<file path="src/rtl/hazard_fwd_ctrl_pkg.sv">
// Shared types and helpers for the hazard/forwarding controller.
//  - reg_num_t      : architectural register number (5 bits)
//  - fwd_sel_t      : E-stage operand mux select
//  - e_rec_t        : destination/source record of the instruction in E
//  - mw_rec_t       : destination record of the instructions in M and W
//  - fwd_select()   : forward-select decision for one E-stage operand
package hazard_fwd_ctrl_pkg;

  localparam int REG_W = 5;

  typedef logic [REG_W-1:0] reg_num_t;
  typedef logic [1:0]       fwd_sel_t;

  localparam fwd_sel_t FWD_NORMAL = 2'b00;
  localparam fwd_sel_t FWD_W2E    = 2'b01;
  localparam fwd_sel_t FWD_M2E    = 2'b10;

  // Only the fields the controller actually consumes downstream are kept.
  typedef struct packed {
    reg_num_t rs;
    reg_num_t rt;
    logic     rs_use;
    logic     rt_use;
    reg_num_t wr;
    logic     regwr;
    logic     load;
  } e_rec_t;

  typedef struct packed {
    reg_num_t wr;
    logic     regwr;
  } mw_rec_t;

  // M has the newer value, so it wins over W. $0 is hardwired, never forwarded.
  function automatic fwd_sel_t fwd_select(input reg_num_t src,
                                          input logic     src_use,
                                          input mw_rec_t  m,
                                          input mw_rec_t  w);
    fwd_sel_t sel;
    sel = FWD_NORMAL;
    if (src_use && (src != '0)) begin
      if (m.regwr && (m.wr == src))
        sel = FWD_M2E;
      else if (w.regwr && (w.wr == src))
        sel = FWD_W2E;
    end
    return sel;
  endfunction

endpackage

</file>
<file path="src/rtl/hazard_fwd_ctrl_md_busy.sv">
// Mult/div busy counter.
//  clk, rst_n : clock, async active-low reset
//  load       : an md instruction enters E this edge; counter reloads MD_LAT
//  busy       : HI/LO not yet valid (counter nonzero)
// Otherwise the counter decrements and saturates at zero.
module hazard_fwd_ctrl_md_busy #(
  parameter int MD_LAT = 32,
  parameter int CNT_W  = 6
) (
  input  logic clk,
  input  logic rst_n,
  input  logic load,
  output logic busy
);

  logic [CNT_W-1:0] cnt;

  always_ff @(posedge clk or negedge rst_n) begin
    if (!rst_n)
      cnt <= '0;
    else if (load)
      cnt <= CNT_W'(MD_LAT);
    else if (cnt != '0)
      cnt <= cnt - 1'b1;
  end

  assign busy = (cnt != '0);

endmodule

</file>
<file path="src/rtl/hazard_fwd_ctrl.sv">
// Hazard / forwarding controller for a 5-stage pipeline.
//  Inputs : decode-stage fields (rsD, rtD, rs_useD, rt_useD, wr_regD, reg_wrD,
//           mem_to_regD, md_startD, hilo_rdD) and branch squash flush_brD.
//  Outputs: forwardalu_A/B  E-stage operand selects (normal / W->E / M->E)
//           stallF, stallD  hold PC and IF/ID register
//           flushE          bubble into ID/EX register
//           md_busy         HI/LO still being produced by mult/div
//  Keeps private E/M/W destination records that shadow the datapath pipeline.
module hazard_fwd_ctrl
  import hazard_fwd_ctrl_pkg::*;
#(
  parameter int MD_LAT = 32,
  parameter int CNT_W  = 6
) (
  input  logic       clk,
  input  logic       rst_n,
  input  logic [4:0] rsD,
  input  logic [4:0] rtD,
  input  logic       rs_useD,
  input  logic       rt_useD,
  input  logic [4:0] wr_regD,
  input  logic       reg_wrD,
  input  logic       mem_to_regD,
  input  logic       md_startD,
  input  logic       hilo_rdD,
  input  logic       flush_brD,
  output logic [1:0] forwardalu_A,
  output logic [1:0] forwardalu_B,
  output logic       stallF,
  output logic       stallD,
  output logic       flushE,
  output logic       md_busy
);

  e_rec_t  e_rec_p0;
  mw_rec_t m_rec_p1;
  mw_rec_t w_rec_p2;

  logic load_use;
  logic md_interlock;
  logic stall;
  logic md_adv;
  logic busy;

  // Load in E whose result a D-stage source needs: one bubble lets it reach M.
  assign load_use = e_rec_p0.load && e_rec_p0.regwr && (e_rec_p0.wr != '0) &&
                    ((rs_useD && (rsD == e_rec_p0.wr)) ||
                     (rt_useD && (rtD == e_rec_p0.wr)));

  assign md_interlock = (hilo_rdD || md_startD) && busy;
  assign stall        = load_use || md_interlock;

  // Counter only restarts when the md instruction really advances into E.
  assign md_adv = md_startD && !stall && !flush_brD;

  // D -> E -> M -> W record pipeline
  always_ff @(posedge clk or negedge rst_n) begin
    if (!rst_n) begin
      e_rec_p0 <= '0;
      m_rec_p1 <= '0;
      w_rec_p2 <= '0;
    end else begin
      w_rec_p2 <= m_rec_p1;
      m_rec_p1 <= '{wr: e_rec_p0.wr, regwr: e_rec_p0.regwr};
      if (stall || flush_brD)
        e_rec_p0 <= '0;
      else
        e_rec_p0 <= '{rs: rsD, rt: rtD, rs_use: rs_useD, rt_use: rt_useD,
                      wr: wr_regD, regwr: reg_wrD, load: mem_to_regD};
    end
  end

  hazard_fwd_ctrl_md_busy #(
    .MD_LAT (MD_LAT),
    .CNT_W  (CNT_W)
  ) u_md_busy (
    .clk   (clk),
    .rst_n (rst_n),
    .load  (md_adv),
    .busy  (busy)
  );

  assign forwardalu_A = fwd_select(e_rec_p0.rs, e_rec_p0.rs_use, m_rec_p1, w_rec_p2);
  assign forwardalu_B = fwd_select(e_rec_p0.rt, e_rec_p0.rt_use, m_rec_p1, w_rec_p2);

  // Stall wins for F/D even when a branch squashes the D instruction.
  assign stallF  = stall;
  assign stallD  = stall;
  assign flushE  = stall;
  assign md_busy = busy;

endmodule

</file>
<file path="config.mk">
export PLATFORM = sky130hd
export DESIGN_NAME = hazard_fwd_ctrl
export DESIGN_NICKNAME = d
export VERILOG_FILES = /design/src/rtl/hazard_fwd_ctrl_pkg.sv /design/src/rtl/hazard_fwd_ctrl_md_busy.sv /design/src/rtl/hazard_fwd_ctrl.sv
export SDC_FILE = /design/constraint.sdc
export NUM_CORES = 1
export LEC_CHECK = 0
export CAP_MARGIN = 20
export CORE_ASPECT_RATIO = 1.5
export CORE_MARGIN = 5
export CORE_UTILIZATION = 30
export DETAILED_ROUTE_END_ITERATION = 8
export HOLD_SLACK_MARGIN = 0.03
export PLACE_DENSITY_LB_ADDON = 0.05
export SYNTH_ARGS = -nofsm -noshare
export SYNTH_HDL_FRONTEND = slang
export SYNTH_SLANG_ARGS = --single-unit
</file>
<file path="constraint.sdc">
create_clock -name clk -period 3.6 [get_ports clk]
set_clock_uncertainty 0.2 [all_clocks]
set_input_delay 0.72 -clock clk [delete_from_list [all_inputs] [get_ports clk]]
set_output_delay 0.72 -clock clk [all_outputs]
set_load 0.1 [all_outputs]
</file>
==> results.ini, run 1 <==
[setup_path]
crit_arrival_ps = 2440
r2r_slack_ps = 1550
critPathKind = input port to output port
critPathMaxFanout = 3
cp-end-kind = output port
critPathLaunchType = input port
critical_path_required_ps = 2680

[yosys]
mappedNetlistArea_um2 = 1970
synthAdderAreaFrac_pct = 1.27
synth_top_family_by_area = simple AND/OR/NAND/NOR gates
ys_async_sr_fraction_pct = 100
synth_edf_count = 0
synth_warnings = 0
synth_nets = 201
synth_cells = 175
synthMuxAreaShare_pct = 1.15
yosysSeqAreaShare_pct = 47.1
ys_ff_latch = 37
synthFlopType = dfrtp_1
syn_area_per_cell_um2 = 11.2
ys_types = 35
synth-compound-area-share_pct = 11.6
synth-xor-area-share_pct = 14.2
synthSimpleGateAreaFrac_pct = 19.3

[placed_design]
dp.cells = 276
numPortBuffers = 31
gp_congestion = 0.893
dp_hpwl_um = 3710

[detailed_routing]
firstDrtPassIters = 5
post_drt_wl_per_cell_um = 16.0
ant_nets = 0
vias_per_cell = 4.90
wl_met2_um = 2530
via_count = 1391
drt-initial-drc-count = 57
top_layer = met4
dr_wl_met3_um = 175
drc_errors = 0
m1WireLength_um = 1670
routed_wl_um = 4550

[finish]
drive_gt1_share_pct = 18.8
finalNonFillerCells = 284
fillers = 636
nNetsFinal = 233
mostFrequentLayoutCells = dfrtp_1, xor2_1, clkdlybuf4s50_1, nand3b_1, a21oi_2
num_antenna_cells = 0
synthToLayoutAreaGrowth_pct = 23.9
layout_commonest_cell = dfrtp_1

[flow_run]
drv_cap = 0

[clock_tree]
clock_path_buffers = 2
htree_num_levels = 2
worstSkewPairLatency_ps = 290
path_clk_slew_ps = 80
cts_resized = 0
clock-sinks = 37
cts-hold-fix-buffers = 0
clock-root-buffer = clkbuf_8
cts_setup_buffers = 0
numCtsBuffers = 5
cts_tree = yes

[timing]
setup_viol_count_final = 0
worst_slew_pin_slew_ps = 564
period_share_pct = 93.5
relSlewSlack_pct = 62.3
setup_tns_ps = 0
rsz0062_at_grt = no
finalHoldViolCount = 0
min_period_ps = 3360
max_freq_ghz = 0.297
drv_slew = 0

[floorplan]
core_area_um2 = 6440
dieArea_um2 = 8310
rows = 36
initial_core_util_pct = 30.5
dieWidth_um = 76.1
die_h_um = 109
ios = 32

[status]
outcome = finished clean

[global_route]
antenna_found_initial = 0
track_usage_pct = 11.8
grt_pass1_wl_um = 7710
grt_pass1_vias = 1546
grt_overflow = 0
grt_max_degree = 38

[power]
pwr_density_cell_nw_per_um2 = 486
vdd_drop_max_uv = 286
cellLeakagePower_nw = 1.11

[hold_path]
hold_path.class = register to register

==> Yosys cell counts, types with 2 or more instances <==
cell / number / area share (%)
dfrtp_1: 37 / 47
nor4_1: 5 / 1.6
nor3b_1: 3 / 1.1
mux2_2: 2 / 1.1
a21oi_2: 10 / 4.5
and2_1: 2 / 0.64
nand3_1: 6 / 1.5
o21ai_0: 5 / 1.3
buf_4: 2 / 0.76
nand3b_1: 19 / 7.3
nor3_1: 2 / 0.51
ha_1: 2 / 1.3
nor4_4: 2 / 2.2
inv_1: 5 / 0.95
nor2b_1: 2 / 0.64
nor2_1: 7 / 1.3
buf_2: 2 / 0.51
or3_1: 3 / 0.95
xor2_1: 25 / 11
clkbuf_1: 2 / 0.38
buf_6: 3 / 1.7
a21oi_1: 9 / 2.3
xnor2_1: 7 / 3.1
or4_1: 2 / 0.76
==> state kept, by name, summed over array words and instances (netlist names) <==
register,cells
m_rec_p1,6
u_md_busy.cnt,6
w_rec_p2,6
e_rec_p0,19
==> final cells by class <==
| class | instances | area [um2] | share of cell area, % |
|---|---|---|---|
| clock buffers | 5 | 68.8 | 2.82 |
| inverters | 5 | 18.8 | 0.770 |
| clock inverters | 3 | 21.3 | 0.873 |
| multi-input cells | 123 | 950 | 39.0 |
| well taps | 76 | 95.1 | 3.90 |
| repair buffers | 35 | 358 | 14.7 |
| flip-flops and latches | 37 | 926 | 38.0 |
==> per-stage QoR <==
step	total power [W]	setup WS (ps)	util [%]	instance area, um2	hold WS (ps)
after detailed placement	0.000910	220	36.4	2350	186
final	0.00118	236	37.8	2440	206
after floorplan	0.000780	10.8	-	1980	172
after global routing	0.00127	114	37.8	2440	221
after global placement	0.000906	224	36.4	2350	187
after CTS	0.00120	212	37.8	2440	204
==> routing by layer <==
layer	vias up	track usage (%)
met5	-	0
met3	12	2.73
met1	667	12.2
li1	680	-
met2	32	22.1
met4	0	6.00
==> where the power goes <==
group / leakage (nW) / total, W / switching (W) / internal (W)
logic: 0.565 / 0.000364 / 0.000204 / 0.000160
clock network: 0.0445 / 0.000289 / 0.000151 / 0.000137
registers: 0.496 / 0.000533 / 0.0000625 / 0.000470
total: 1.11 / 0.00118 / 0.000418 / 0.000767
==> critical path: stages <==
cell,delay [ps]
clkdlybuf4s50_1,440
xor2_1,180
nor4_4,350
a22oi_1,160
o21ai_2,360
buf_12,220
==> cells by family (layout without fill, tap and decap cells) <==
| kind of cell | Yosys count | count (layout) |
|---|---|---|
| xor gates and xnor gates | 32 | 32 |
| adders and majority gates | 2 | 2 |
| DFF | 37 | 37 |
| muxes | 2 | 2 |
| buffers and inverters | 15 | 48 |
| and+or+nand+nor | 56 | 56 |
| AOI/OAI and AO/OA | 31 | 31 |
==> path summary, 6_finish.rpt <==
path | start | end | cells after the start
worst max-delay path | rsD[3] | stallD | 6
worst min-delay path | e_rec_p0[1]$_DFF_PN0_ | m_rec_p1[0]$_DFF_PN0_ | 0
max in group asynchronous | rst_n | w_rec_p2[1]$_DFF_PN0_ | 2
worst max register to register | u_md_busy.cnt[0]$_DFFE_PN0P_ | e_rec_p0[8]$_DFF_PN0_ | 7
worst min register to register | e_rec_p0[1]$_DFF_PN0_ | m_rec_p1[0]$_DFF_PN0_ | 0
min in group asynchronous | rst_n | m_rec_p1[3]$_DFF_PN0_ | 2
No activity file was read; power rests on OpenSTA's default activity.
==> run 2: changes to the inputs <==
- GPL_TIMING_DRIVEN: unset -> 0
- SETUP_SLACK_MARGIN: unset -> 0.4
==> results.ini, run 2 (synthesis gave the netlist of run 1 again) <==
[detailed_routing]
drt-initial-drc-count = 54  ; -5.3%
drc_errors = 0  ; unchanged
routed_wl_um = 4820  ; +5.8%
firstDrtPassIters = 4  ; -1
via_count = 1438  ; +3.4%
ant_nets = 0  ; unchanged
post_drt_wl_per_cell_um = 16.2  ; +1.2%
vias_per_cell = 4.84  ; -1.1%

[timing]
worst_hold_slack_ps = 204  ; -1.25 ps
finalHoldViolCount = 0  ; unchanged
period_share_pct = 86.6  ; -6.9 points
rsz0062_at_grt = no
relSlewSlack_pct = 46.4  ; -16 points
drv_slew = 0  ; unchanged
min_period_ps = 3120  ; -248 ps
max_freq_ghz = 0.321  ; +8.0%
setup_viol_count_final = 0  ; unchanged
worst_slew_pin_slew_ps = 803  ; +239 ps

[setup_path]
cp-end-kind = output port
crit_arrival_ps = 2200  ; -240 ps
critPathMaxFanout = 3  ; unchanged
critical_path_required_ps = 2680  ; about the same
max_stage_delay_ps = 460  ; +20 ps
path_cells = clkdlybuf4s50_1 -> xnor2_1 -> and2_4 -> a22oi_2 -> o21ai_4 -> buf_4 -> buf_6 -> buf_12
critical-path-slowest-cell = clkdlybuf4s50_1
critPathLaunchType = input port
critPathKind = input port to output port

[finish]
num_antenna_cells = 0  ; unchanged
multi_input_area_um2 = 980  ; +3.2%
mostFrequentLayoutCells = dfrtp_1, xor2_1, nand3b_1, clkdlybuf4s50_1
utilization_pct = 40.3  ; +2.5 points
finalNonFillerCells = 297  ; +4.6%
seq_area_um2 = 928  ; +0.27%
drive_gt1_share_pct = 25.8  ; +7.0 points
nNetsFinal = 246  ; +5.6%
layout_commonest_cell = dfrtp_1
synthToLayoutAreaGrowth_pct = 32.0
regMostFlops = e_rec_p0
largest_reg_flops = 19  ; unchanged
fillers = 643  ; +1.1%

[floorplan]
core_area_um2 = 6440  ; unchanged
die_h_um = 109  ; unchanged
ios = 32  ; unchanged
initial_core_util_pct = 30.5  ; unchanged
rows = 36  ; unchanged
dieArea_um2 = 8310  ; unchanged
dieWidth_um = 76.1  ; unchanged

[global_route]
grt_pass1_vias = 1598  ; +3.4%
antenna_found_initial = 0  ; unchanged
grt_max_degree = 38  ; unchanged
grt_pass1_wl_um = 8040  ; +4.2%
grt_overflow = 0  ; unchanged
track_usage_pct = 12.6  ; +0.74 points

[clock_tree]
worstSkewPairLatency_ps = 290  ; about the same
cts_tree = yes
cts-hold-fix-buffers = 0  ; unchanged
htree_num_levels = 2  ; unchanged
path_clk_slew_ps = 70  ; about the same
clock-root-buffer = clkbuf_8
clock-sinks = 37  ; unchanged
clock_path_buffers = 2  ; unchanged
numCtsBuffers = 5  ; unchanged

[hold_path]
hold_path.class = register to register

[power]
vdd_drop_max_uv = 261  ; -8.6%
pwr_density_cell_nw_per_um2 = 492  ; +1.2%
cellLeakagePower_nw = 1.19  ; +7.5%

[placed_design]
gp_congestion = 0.825  ; -7.7%
numPortBuffers = 31  ; unchanged
dp.cells = 282  ; +2.2%
dp_hpwl_um = 3920  ; +5.8%

[flow_run]
drv_cap = 0  ; unchanged

[status]
outcome = finished clean

run 2: worst max-delay path, delay by kind of cell:
family                 cells  cell delay [ps]
AO/OA/AOI/OAI              2              290
XOR/XNOR                   1              150
buffers and inverters      4              850
AND/OR/NAND/NOR            1              170
run 2: final timing paths:
check                                      startpoint  cells after the start  slack [ps]                     end
worst max-delay path                           rtD[2]                      8         480                  stallF
worst min-delay path            e_rec_p0[2]$_DFF_PN0_                      0         200   m_rec_p1[1]$_DFF_PN0_
worst max register to register  e_rec_p0[2]$_DFF_PN0_                      9        1470  e_rec_p0[14]$_DFF_PN0_
worst min register to register  e_rec_p0[2]$_DFF_PN0_                      0         200   m_rec_p1[1]$_DFF_PN0_
max in group asynchronous                       rst_n                      1        2330   e_rec_p0[2]$_DFF_PN0_
min in group asynchronous                       rst_n                      1         320   e_rec_p0[5]$_DFF_PN0_
run 2: layer usage:
layer | GRT usage (%) | wire (um) | vias to the layer above
met1 | 12.4 | 1740 | 700
met4 | 6.25 | 135 | 0
met5 | 0 | 0 | -
li1 | - | - | 698
met3 | 2.64 | 130 | 11
met2 | 24.4 | 2810 | 29
run 2: repair_timing:
item,CTS,global route
resized for setup,47,9
pin swaps,4,4
setup endpoints to repair,8,4
buffers inserted,4,3
run 2: layout make-up:
type,count,area share [%]
well taps,76,3.66
inverters,5,0.723
repair buffers,38,13.9
multi-input cells,123,37.7
flip-flops and latches,37,35.8
clock inverters,2,1.45
plain buffers,10,3.57
clock buffers,6,3.18
run 2: power by group:
| group | switching, W | internal (W) | leakage [nW] |
|---|---|---|---|
| clock network | 0.000148 | 0.000225 | 0.0574 |
| logic | 0.000208 | 0.000165 | 0.639 |
| registers | 0.0000594 | 0.000470 | 0.493 |
run 2: per-stage QoR:
step,setup WS [ps],setup TNS [ps],cell area [um2],total power [W]
after CTS,374,0,2570,0.00129
after global placement,-688,-1960,2400,0.000896
final,484,0,2600,0.00128
after detailed placement,-697,-1970,2390,0.000904
after global routing,402,0,2600,0.00135
after floorplan,311,0,1990,0.000783
